`src/rtl/aoi211_pkg.sv`:
```
// Shared defaults and helper functions for the pipelined AOI211 array.
// Functions operate on AOI211_MAX_W-bit vectors; callers zero-extend and truncate.
package aoi211_pkg;

    localparam int unsigned AOI211_WIDTH  = 8;
    localparam int unsigned AOI211_STAGES = 2;
    localparam int unsigned AOI211_CNT_W  = 16;

    localparam int unsigned AOI211_MAX_W  = 128;
    localparam int unsigned AOI211_POP_W  = $clog2(AOI211_MAX_W + 1);

    function automatic logic [AOI211_MAX_W-1:0] aoi211_f(
        input logic [AOI211_MAX_W-1:0] a,
        input logic [AOI211_MAX_W-1:0] b,
        input logic [AOI211_MAX_W-1:0] c1,
        input logic [AOI211_MAX_W-1:0] c2
    );
        return ~(a | b | (c1 & c2));
    endfunction

    function automatic logic [AOI211_POP_W-1:0] popcount(
        input logic [AOI211_MAX_W-1:0] v
    );
        logic [AOI211_POP_W-1:0] n;
        n = '0;
        for (int i = 0; i < int'(AOI211_MAX_W); i++) begin
            n = n + AOI211_POP_W'(v[i]);
        end
        return n;
    endfunction

endpackage

```
`src/rtl/aoi211_pipe_slot.sv`:
```
// One pipeline slot: valid bit plus data register with load enable.
// Data is only overwritten when a valid beat is loaded; bubbles keep old data.
module aoi211_pipe_slot
    import aoi211_pkg::*;
#(
    parameter int unsigned WIDTH = AOI211_WIDTH
) (
    input  logic             CK,
    input  logic             RST,
    input  logic             i_load,
    input  logic             i_vld,
    input  logic [WIDTH-1:0] i_data,
    output logic             o_vld,
    output logic [WIDTH-1:0] o_data
);

    logic             r_vld;
    logic [WIDTH-1:0] r_data;

    always_ff @(posedge CK or posedge RST) begin
        if (RST) begin
            r_vld  <= 1'b0;
            r_data <= '0;
        end else if (i_load) begin
            r_vld <= i_vld;
            if (i_vld) begin
                r_data <= i_data;
            end
        end
    end

    assign o_vld  = r_vld;
    assign o_data = r_data;

endmodule

```
`src/rtl/aoi211_pipe.sv`:
```
// Pipelined, back-pressurable AOI211 array: ZN = ~(A | B | (C1 & C2)).
// Optional output toggle counter enabled by defining AOI211_TOGGLE_CNT_EN.
module aoi211_pipe
    import aoi211_pkg::*;
#(
    parameter int unsigned WIDTH  = AOI211_WIDTH,
    parameter int unsigned STAGES = AOI211_STAGES,
    parameter int unsigned CNT_W  = AOI211_CNT_W
) (
    input  logic             CK,
    input  logic             RST,
    input  logic [WIDTH-1:0] A,
    input  logic [WIDTH-1:0] B,
    input  logic [WIDTH-1:0] C1,
    input  logic [WIDTH-1:0] C2,
    input  logic             IN_VALID,
    output logic             IN_READY,
    output logic [WIDTH-1:0] ZN,
    output logic             OUT_VALID,
    input  logic             OUT_READY
`ifdef AOI211_TOGGLE_CNT_EN
    ,
    output logic [CNT_W-1:0] TGL_CNT,
    input  logic             CNT_CLR
`endif
);

    if (WIDTH < 1 || WIDTH > AOI211_MAX_W) begin : g_bad_width
        $error("aoi211_pipe: WIDTH out of range");
    end
    if (STAGES < 1) begin : g_bad_stages
        $error("aoi211_pipe: STAGES must be at least 1");
    end
    if (CNT_W < 1) begin : g_bad_cnt_w
        $error("aoi211_pipe: CNT_W must be at least 1");
    end

    // Index 0 is the input beat; index i+1 is the output of slot i.
    logic [STAGES:0] w_vld;
    logic [STAGES:0] w_rdy;
    logic [WIDTH-1:0] w_data [STAGES+1];

    assign w_vld[0]  = IN_VALID;
    assign w_data[0] = WIDTH'(aoi211_f(AOI211_MAX_W'(A), AOI211_MAX_W'(B),
                                       AOI211_MAX_W'(C1), AOI211_MAX_W'(C2)));

    // A slot can load if it is empty or its successor is loading.
    always_comb begin
        w_rdy         = '0;
        w_rdy[STAGES] = OUT_READY;
        for (int i = int'(STAGES) - 1; i >= 0; i--) begin
            w_rdy[i] = ~w_vld[i+1] | w_rdy[i+1];
        end
    end

    for (genvar g = 0; g < int'(STAGES); g++) begin : g_slot
        aoi211_pipe_slot #(
            .WIDTH (WIDTH)
        ) u_slot (
            .CK     (CK),
            .RST    (RST),
            .i_load (w_rdy[g]),
            .i_vld  (w_vld[g]),
            .i_data (w_data[g]),
            .o_vld  (w_vld[g+1]),
            .o_data (w_data[g+1])
        );
    end

    assign IN_READY  = w_rdy[0];
    assign OUT_VALID = w_vld[STAGES];
    assign ZN        = w_data[STAGES];

`ifdef AOI211_TOGGLE_CNT_EN
    localparam int unsigned SUM_W = CNT_W + AOI211_POP_W;

    logic [WIDTH-1:0]        r_last_zn;
    logic [CNT_W-1:0]        r_cnt;
    logic                    w_hs;
    logic [AOI211_POP_W-1:0] w_pop;
    logic [SUM_W-1:0]        w_sum;
    logic [SUM_W-1:0]        w_cnt_max;
    logic [CNT_W-1:0]        w_cnt_next;

    assign w_hs       = OUT_VALID & OUT_READY;
    assign w_pop      = popcount(AOI211_MAX_W'(ZN ^ r_last_zn));
    assign w_sum      = SUM_W'(r_cnt) + SUM_W'(w_pop);
    assign w_cnt_max  = SUM_W'({CNT_W{1'b1}});
    assign w_cnt_next = (w_sum > w_cnt_max) ? {CNT_W{1'b1}} : CNT_W'(w_sum);

    // Clear beats a same-cycle handshake, but the reference value still advances.
    always_ff @(posedge CK or posedge RST) begin
        if (RST) begin
            r_last_zn <= '0;
            r_cnt     <= '0;
        end else begin
            if (w_hs) begin
                r_last_zn <= ZN;
            end
            if (CNT_CLR) begin
                r_cnt <= '0;
            end else if (w_hs) begin
                r_cnt <= w_cnt_next;
            end
        end
    end

    assign TGL_CNT = r_cnt;
`endif

endmodule

```
`config.mk`:
```
export PLATFORM = sky130hd
export DESIGN_NAME = aoi211_pipe
export DESIGN_NICKNAME = d
export VERILOG_FILES = /design/src/rtl/aoi211_pkg.sv /design/src/rtl/aoi211_pipe_slot.sv /design/src/rtl/aoi211_pipe.sv
export SDC_FILE = /design/constraint.sdc
export NUM_CORES = 1
export LEC_CHECK = 0
export BUFFER_PORTS_ARGS = -buffer_cell sky130_fd_sc_hd__buf_2
export CORE_MARGIN = 2
export CORE_UTILIZATION = 44
export CTS_BUF_LIST = sky130_fd_sc_hd__clkbuf_4 sky130_fd_sc_hd__clkbuf_8
export CTS_CLUSTER_DIAMETER = 30
export DETAILED_ROUTE_END_ITERATION = 6
export PLACE_DENSITY_LB_ADDON = 0.2
export RECOVER_POWER = 50
export SLEW_MARGIN = 30
export SYNTH_ARGS = -nofsm -noshare
export SYNTH_HDL_FRONTEND = slang
export SYNTH_HIERARCHICAL = 1
export SYNTH_SLANG_ARGS = --single-unit
```
`constraint.sdc`:
```
create_clock -name CK -period 1.37 [get_ports CK]
set_clock_uncertainty 0.1 [all_clocks]
set_input_delay 0.0685 -clock CK [delete_from_list [all_inputs] [get_ports CK]]
set_output_delay 0.0685 -clock CK [all_outputs]
set_load 0.01 [all_outputs]
```
==> flow_metrics.py, run 1 <==
metrics = {
    "worst_setup_path": {
        "r2r_setup_slack_ps": 80,
        "cp_max_fo": 9,
        "start_kind": "flop",
        "cp-end-kind": "flop",
        "critPathRequiredTime_ps": 1440,
        "criticalPathCategory": "reg2reg",
        "r2r_end": "g_slot[0].u_slot/o_data[3]$_DFFE_PP0P_",
        "reg2reg_depth": 3,
        "cp_data_arrival_time_ps": 1360,
        "reg2reg_from": "g_slot[1].u_slot/o_vld$_DFFE_PP0P_",
    },
    "sta": {
        "slew_violations": 0,
        "holdWs_ps": 77.0,
        "slew-limit-headroom": 0.740,
        "finalSetupViolCount": 0,
        "fin_crit_sh": 0.944,
        "worst_pin_slew_ps": 390,
        "min_period_ps": 1290,
        "hold_viol_final": 0,
        "finalWorstSetupSlack_ps": 76.9,
        "timing.fmax_mhz": 773,
        "rsz0062_at_grt": "no",
        "finalSetupTns_ps": 0,
    },
    "power": {
        "p_int_w": 0.000870,
        "p_leak_nw": 0.568,
        "combinationalPowerShare": 0.247,
        "power_density_nw_per_um2": 1080,
        "vdd_drop_max_mv": 0.549,
        "p_switching_w": 0.000314,
        "p_sw_frac": 0.265,
        "power_w": 0.00118,
        "p_seq_frac": 0.549,
        "p_clk_frac": 0.205,
    },
    "floorplan": {
        "io_pins": 46,
        "die_y_um": 46.4,
        "die-area_um2": 2160,
        "die_w_um": 46.4,
        "initial_core_util": 0.464,
        "row_count": 15,
        "core_area_um2": 1710,
    },
    "detailed_routing": {
        "vias_per_cell": 4.75,
        "route.antenna.remaining_nets": 0,
        "wl_per_cell_um": 11.8,
        "drt_iter0_markers": 1,
        "vias": 608,
        "first_pass_iters": 2,
        "totalWireLength_mm": 1.51,
        "route.detailed.drc": 0,
    },
    "outcome": {
        "status": "completed",
    },
    "flow_run": {
        "maxCapViolations": 0,
    },
    "placement": {
        "gp_congestion": 0.705,
        "dp_hpwl_mm": 1.20,
        "io_buffers": 45,
        "dpl_worst_slack_ps": 85.0,
    },
    "synthesis": {
        "ys_seq_area_frac": 0.569,
        "synth_edf_count": 0,
        "synth-seq-cells": 18,
        "synth_top_family_by_area": "multiplexers",
        "yosysTopAreaCell": "dfrtp_1",
        "yosys_warnings": 6,
        "synth_top_area_frac": 0.569,
        "synth_compound_area_frac": 0.139,
        "synth.distinct_cells": 8,
        "syn-cell-area_um2": 792,
        "async_flop_share": 1.00,
        "syn_inst": 52,
        "ys_top_cells_by_count": "18 x dfrtp_1, 16 x mux2_2, 8 x a211oi_2",
        "muxShareOfSynthArea": 0.227,
        "synthesis.nets": 88,
        "synthAdderAreaFrac": 0,
        "synthFlopType": "dfrtp_1",
        "synthXorXnorAreaFrac": 0,
        "synth_most_common_cell": "dfrtp_1",
        "syn_avg_cell_area_um2": 15.2,
        "synth-simple-area-share": 0.0458,
        "synth_area_leaders": "dfrtp_1 57%, mux2_2 23%, a211oi_2 13%, nand2_4 2.8%, inv_1 1.9%",
    },
    "grt": {
        "grt_antenna_before_repair": 0,
        "gr-total-overflow": 0,
        "grt_pass1_wl_mm": 2.11,
        "grtUsageTotal": 0.141,
        "grt_pass1_vias": 536,
        "grt_max_degree": 10,
    },
    "min_path": {
        "hp-start": "A[0]",
        "hp-class": "in2reg",
        "min_to": "g_slot[0].u_slot/o_data[0]$_DFFE_PP0P_",
        "hold_depth": 3,
    },
    "clock_tree": {
        "cts_buffers": 3,
        "clock_sinks": 18,
        "cts_buffer_depth": 2,
        "clock_latency_ps": 280,
        "cts_tree": "done",
        "path_clk_slew_ps": 90,
        "post_cts_buffers": 0,
        "cts_root_buffer": "clkbuf_4",
        "htreeDepth": 1,
    },
    "finish": {
        "fin_util": 0.641,
        "num-nets-final": 141,
        "drive_gt1_frac": 0.699,
        "syn_to_final_growth_pct": 38.2,
        "n_antenna_cell": 0,
    },
}
## logic make-up (layout without fill, tap and decap cells)
logic type / Yosys count / in the layout
flip-flops: 18 / 18
multiplexers: 16 / 16
AO/OA/AOI/OAI: 10 / 10
AND/OR/NAND/NOR: 4 / 4
buffers and inverters: 4 / 55
## registers in the layout, summed over array words and instances (netlist names)
register and count:
g_slot.u_slot/o_vld 2, g_slot.u_slot/o_data 16
## layout make-up
cell class	count	area [um2]
well taps	25	31.3
inverters	4	15.0
flip-flops and latches	18	450
clock buffers	3	22.5
fillers	143	613
repair buffers	48	249
multi-input cells	30	327
## worst max-delay path: stages, from the launching register on
cell and delay [ps]:
dfrtp_1 400, nand3b_1 160, nand2_4 170, mux2_2 340
## per-stage QoR
step                      cells  area [um2]
after detailed placement    123        1060
after floorplan              52         792
after CTS                   128        1100
final                       128        1090
after global routing        128        1090
after global placement      123        1060
## routing by layer
metal,wire (um),GRT usage
met1,599,0.162
met2,782,0.256
met3,126,0.0392
met4,0,0.0343
met5,0,0
## power groups by stage
stage | logic [W] | registers, W | clock network, W
after floorplan | 0.000128 | 0.000683 | 0
after global placement | 0.000288 | 0.000657 | 0
after detailed placement | 0.000295 | 0.000659 | 0
after CTS | 0.000301 | 0.000649 | 0.000258
after global routing | 0.000319 | 0.000658 | 0.000276
final | 0.000292 | 0.000650 | 0.000243
## placed cells by master, fill, tap and decap left out
cell,n
dlygate4sd3_1,2
nand2_4,2
mux2_2,16
dfrtp_1,18
clkbuf_1,3
a211oi_2,8
buf_2,42
inv_1,4
nand3b_1,1
nand2b_1,1
o21ai_0,2
clkbuf_4,3
buf_4,1
## what timing repair did
action | in CTS | in global routing
endpoints found under the hold margin | 19 | 0
hold buffers | 2 | 0
gates resized for setup | 0 | 0
## worst max path at each step
stage,start,to,cells after the start
finish,g_slot[1].u_slot/o_vld$_DFFE_PP0P_,g_slot[0].u_slot/o_data[3]$_DFFE_PP0P_,3
global route,g_slot[1].u_slot/o_vld$_DFFE_PP0P_,g_slot[0].u_slot/o_data[4]$_DFFE_PP0P_,3
CTS,g_slot[1].u_slot/o_vld$_DFFE_PP0P_,g_slot[0].u_slot/o_data[2]$_DFFE_PP0P_,3
detailed placement,g_slot[1].u_slot/o_vld$_DFFE_PP0P_,g_slot[0].u_slot/o_data[1]$_DFFE_PP0P_,3
global placement,g_slot[1].u_slot/o_vld$_DFFE_PP0P_,g_slot[0].u_slot/o_data[6]$_DFFE_PP0P_,3
floorplan,g_slot[1].u_slot/o_vld$_DFFE_PP0P_,g_slot[0].u_slot/o_data[0]$_DFFE_PP0P_,3
(Power assumes the default switching activity.)
==> inputs of run 2 (changes only) <==
--- a/config.mk
+++ b/config.mk
@@ -6,6 +6,7 @@
 export NUM_CORES = 1
 export LEC_CHECK = 0
 export BUFFER_PORTS_ARGS = -buffer_cell sky130_fd_sc_hd__buf_2
+export CORE_ASPECT_RATIO = 1.1
 export CORE_MARGIN = 2
 export CORE_UTILIZATION = 44
 export CTS_BUF_LIST = sky130_fd_sc_hd__clkbuf_4 sky130_fd_sc_hd__clkbuf_8
==> flow_metrics.py, run 2 (synthesis results as in run 1) <==
metrics = {
    "outcome": {
        "status": "completed",
    },
    "worst_setup_path": {
        "r2r_setup_slack_ps": 80,
        "cp_data_arrival_time_ps": 1360,
        "slowest_stage": "dfrtp_1",
        "startpoint": "g_slot[1].u_slot/o_vld$_DFFE_PP0P_",
        "cp-end-kind": "flop",
        "critPathRequiredTime_ps": 1450,
        "critPathMaxStageDelay_ps": 390,
        "path_cells": "nand3b_1 -> nand2_4 -> mux2_2",
        "start_kind": "flop",
        "reg2reg_from": "g_slot[1].u_slot/o_vld$_DFFE_PP0P_",
        "cp_max_fo": 9,
        "criticalPathCategory": "reg2reg",
    },
    "placement": {
        "dp_hpwl_mm": 1.16,
        "dp_cells": 116,
        "gp_congestion": 0.620,
        "io_buffers": 45,
    },
    "clock_tree": {
        "cts_root_buffer": "clkbuf_4",
        "cts_buffer_depth": 2,
        "cts_buffers": 3,
        "clock_latency_ps": 280,
        "clock_sinks": 18,
        "cts_tree": "done",
        "hold_buffers": 1,
        "post_cts_buffers": 0,
        "post_cts_resized": 0,
        "htreeDepth": 1,
        "path_clk_slew_ps": 100,
    },
    "power": {
        "p_leak_nw": 0.564,
        "power_density_nw_per_um2": 1150,
        "vdd_drop_max_mv": 0.808,
    },
    "min_path": {
        "hp-class": "in2reg",
        "hp-start": "IN_VALID",
    },
    "detailed_routing": {
        "vias": 606,
        "first_pass_iters": 3,
        "wl_per_cell_um": 11.8,
        "totalWireLength_mm": 1.43,
        "vias_per_cell": 5.01,
        "drt_iter0_markers": 4,
        "route.antenna.remaining_nets": 0,
        "route.detailed.drc": 0,
    },
    "floorplan": {
        "io_pins": 46,
        "row_count": 16,
        "die_y_um": 48.5,
        "initial_core_util": 0.455,
        "die_w_um": 44.5,
        "die-area_um2": 2160,
        "core_area_um2": 1740,
    },
    "sta": {
        "slew_violations": 0,
        "finalSetupViolCount": 0,
        "fin_crit_sh": 0.938,
        "finalSetupTns_ps": 0,
        "worst_pin_slew_ps": 376,
        "timing.fmax_mhz": 778,
        "hold_viol_final": 0,
        "min_period_ps": 1290,
        "holdWs_ps": 5.51,
        "rsz0062_at_grt": "no",
        "slew-limit-headroom": 0.749,
    },
    "finish": {
        "drive_gt1_frac": 0.689,
        "largest_register_ff_count": 16,
        "fill_cells": 159,
        "stdcell_count": 121,
        "mostFrequentLayoutCells": "40 x buf_2, 18 x dfrtp_1, 16 x mux2_2, 8 x a211oi_2, 5 x clkbuf_1",
        "syn_to_final_growth_pct": 37.3,
        "final_common_cell": "buf_2",
        "num-nets-final": 140,
        "register_area_um2": 450,
        "multi_input_area_um2": 327,
        "n_antenna_cell": 0,
    },
    "grt": {
        "grtUsageTotal": 0.153,
        "grt_pass1_vias": 584,
        "gr-total-overflow": 0,
        "grt_antenna_before_repair": 0,
        "grt_max_degree": 11,
        "grt_pass1_wl_mm": 2.44,
    },
    "flow_run": {
        "maxCapViolations": 0,
    },
}
-- run 2: cell count changes in the layout (fill, tap and decap cells not counted), sizes merged --
cell | before | now
buf | 43 | 41
clkbuf | 6 | 9
dlygate4sd3 | 2 | 1
-- run 2: area by class of cell --
class,count,area share
timing repair buffer,47,0.217
multi-input combinational,30,0.300
clock buffer,4,0.0334
inverter,4,0.0138
sequential,18,0.414
tap,18,0.0207
-- run 2: metal layers --
| layer | vias to the layer above | GRT usage | part of all wire |
|---|---|---|---|
| met5 | - | 0 | 0 |
| met4 | 0 | 0.0758 | 0.0098 |
| met3 | 2 | 0.0224 | 0.062 |
| met2 | 22 | 0.252 | 0.51 |
| met1 | 291 | 0.190 | 0.42 |
| li1 | 291 | - | - |
-- run 2: where the power goes --
| group | internal, W | total (W) | switching, W |
|---|---|---|---|
| logic | 0.000153 | 0.000284 | 0.000132 |
| clock network | 0.000162 | 0.000318 | 0.000156 |
| registers | 0.000610 | 0.000649 | 0.0000390 |
-- run 2: path summary, 6_finish.rpt --
path,end,cells after the start
worst max-delay path,g_slot[0].u_slot/o_data[1]$_DFFE_PP0P_,3
worst min-delay path,g_slot[0].u_slot/o_vld$_DFFE_PP0P_,3
worst max register to register,g_slot[0].u_slot/o_data[1]$_DFFE_PP0P_,3
worst min register to register,g_slot[1].u_slot/o_data[1]$_DFFE_PP0P_,1
max in group asynchronous,g_slot[1].u_slot/o_data[6]$_DFFE_PP0P_,3
min in group asynchronous,g_slot[0].u_slot/o_data[4]$_DFFE_PP0P_,3
-- run 2: stage by stage --
step / worst slack (ps) / power (W) / instance area, um2 / utilization
after CTS: 69.4 / 0.00127 / 1090 / 0.628
after floorplan: 15.6 / 0.000811 / 792 / -
after global routing: 27.7 / 0.00132 / 1090 / 0.624
after detailed placement: 85.0 / 0.000955 / 1050 / 0.601
after global placement: 140 / 0.000945 / 1050 / 0.601
final: 84.8 / 0.00125 / 1090 / 0.624
-- run 2: worst max-delay path, delay by kind of cell, from the launching register on --
family,cells,cell delay (ps)
AND/OR/NAND/NOR,2,350
multiplexers,1,340
flip-flops,1,390
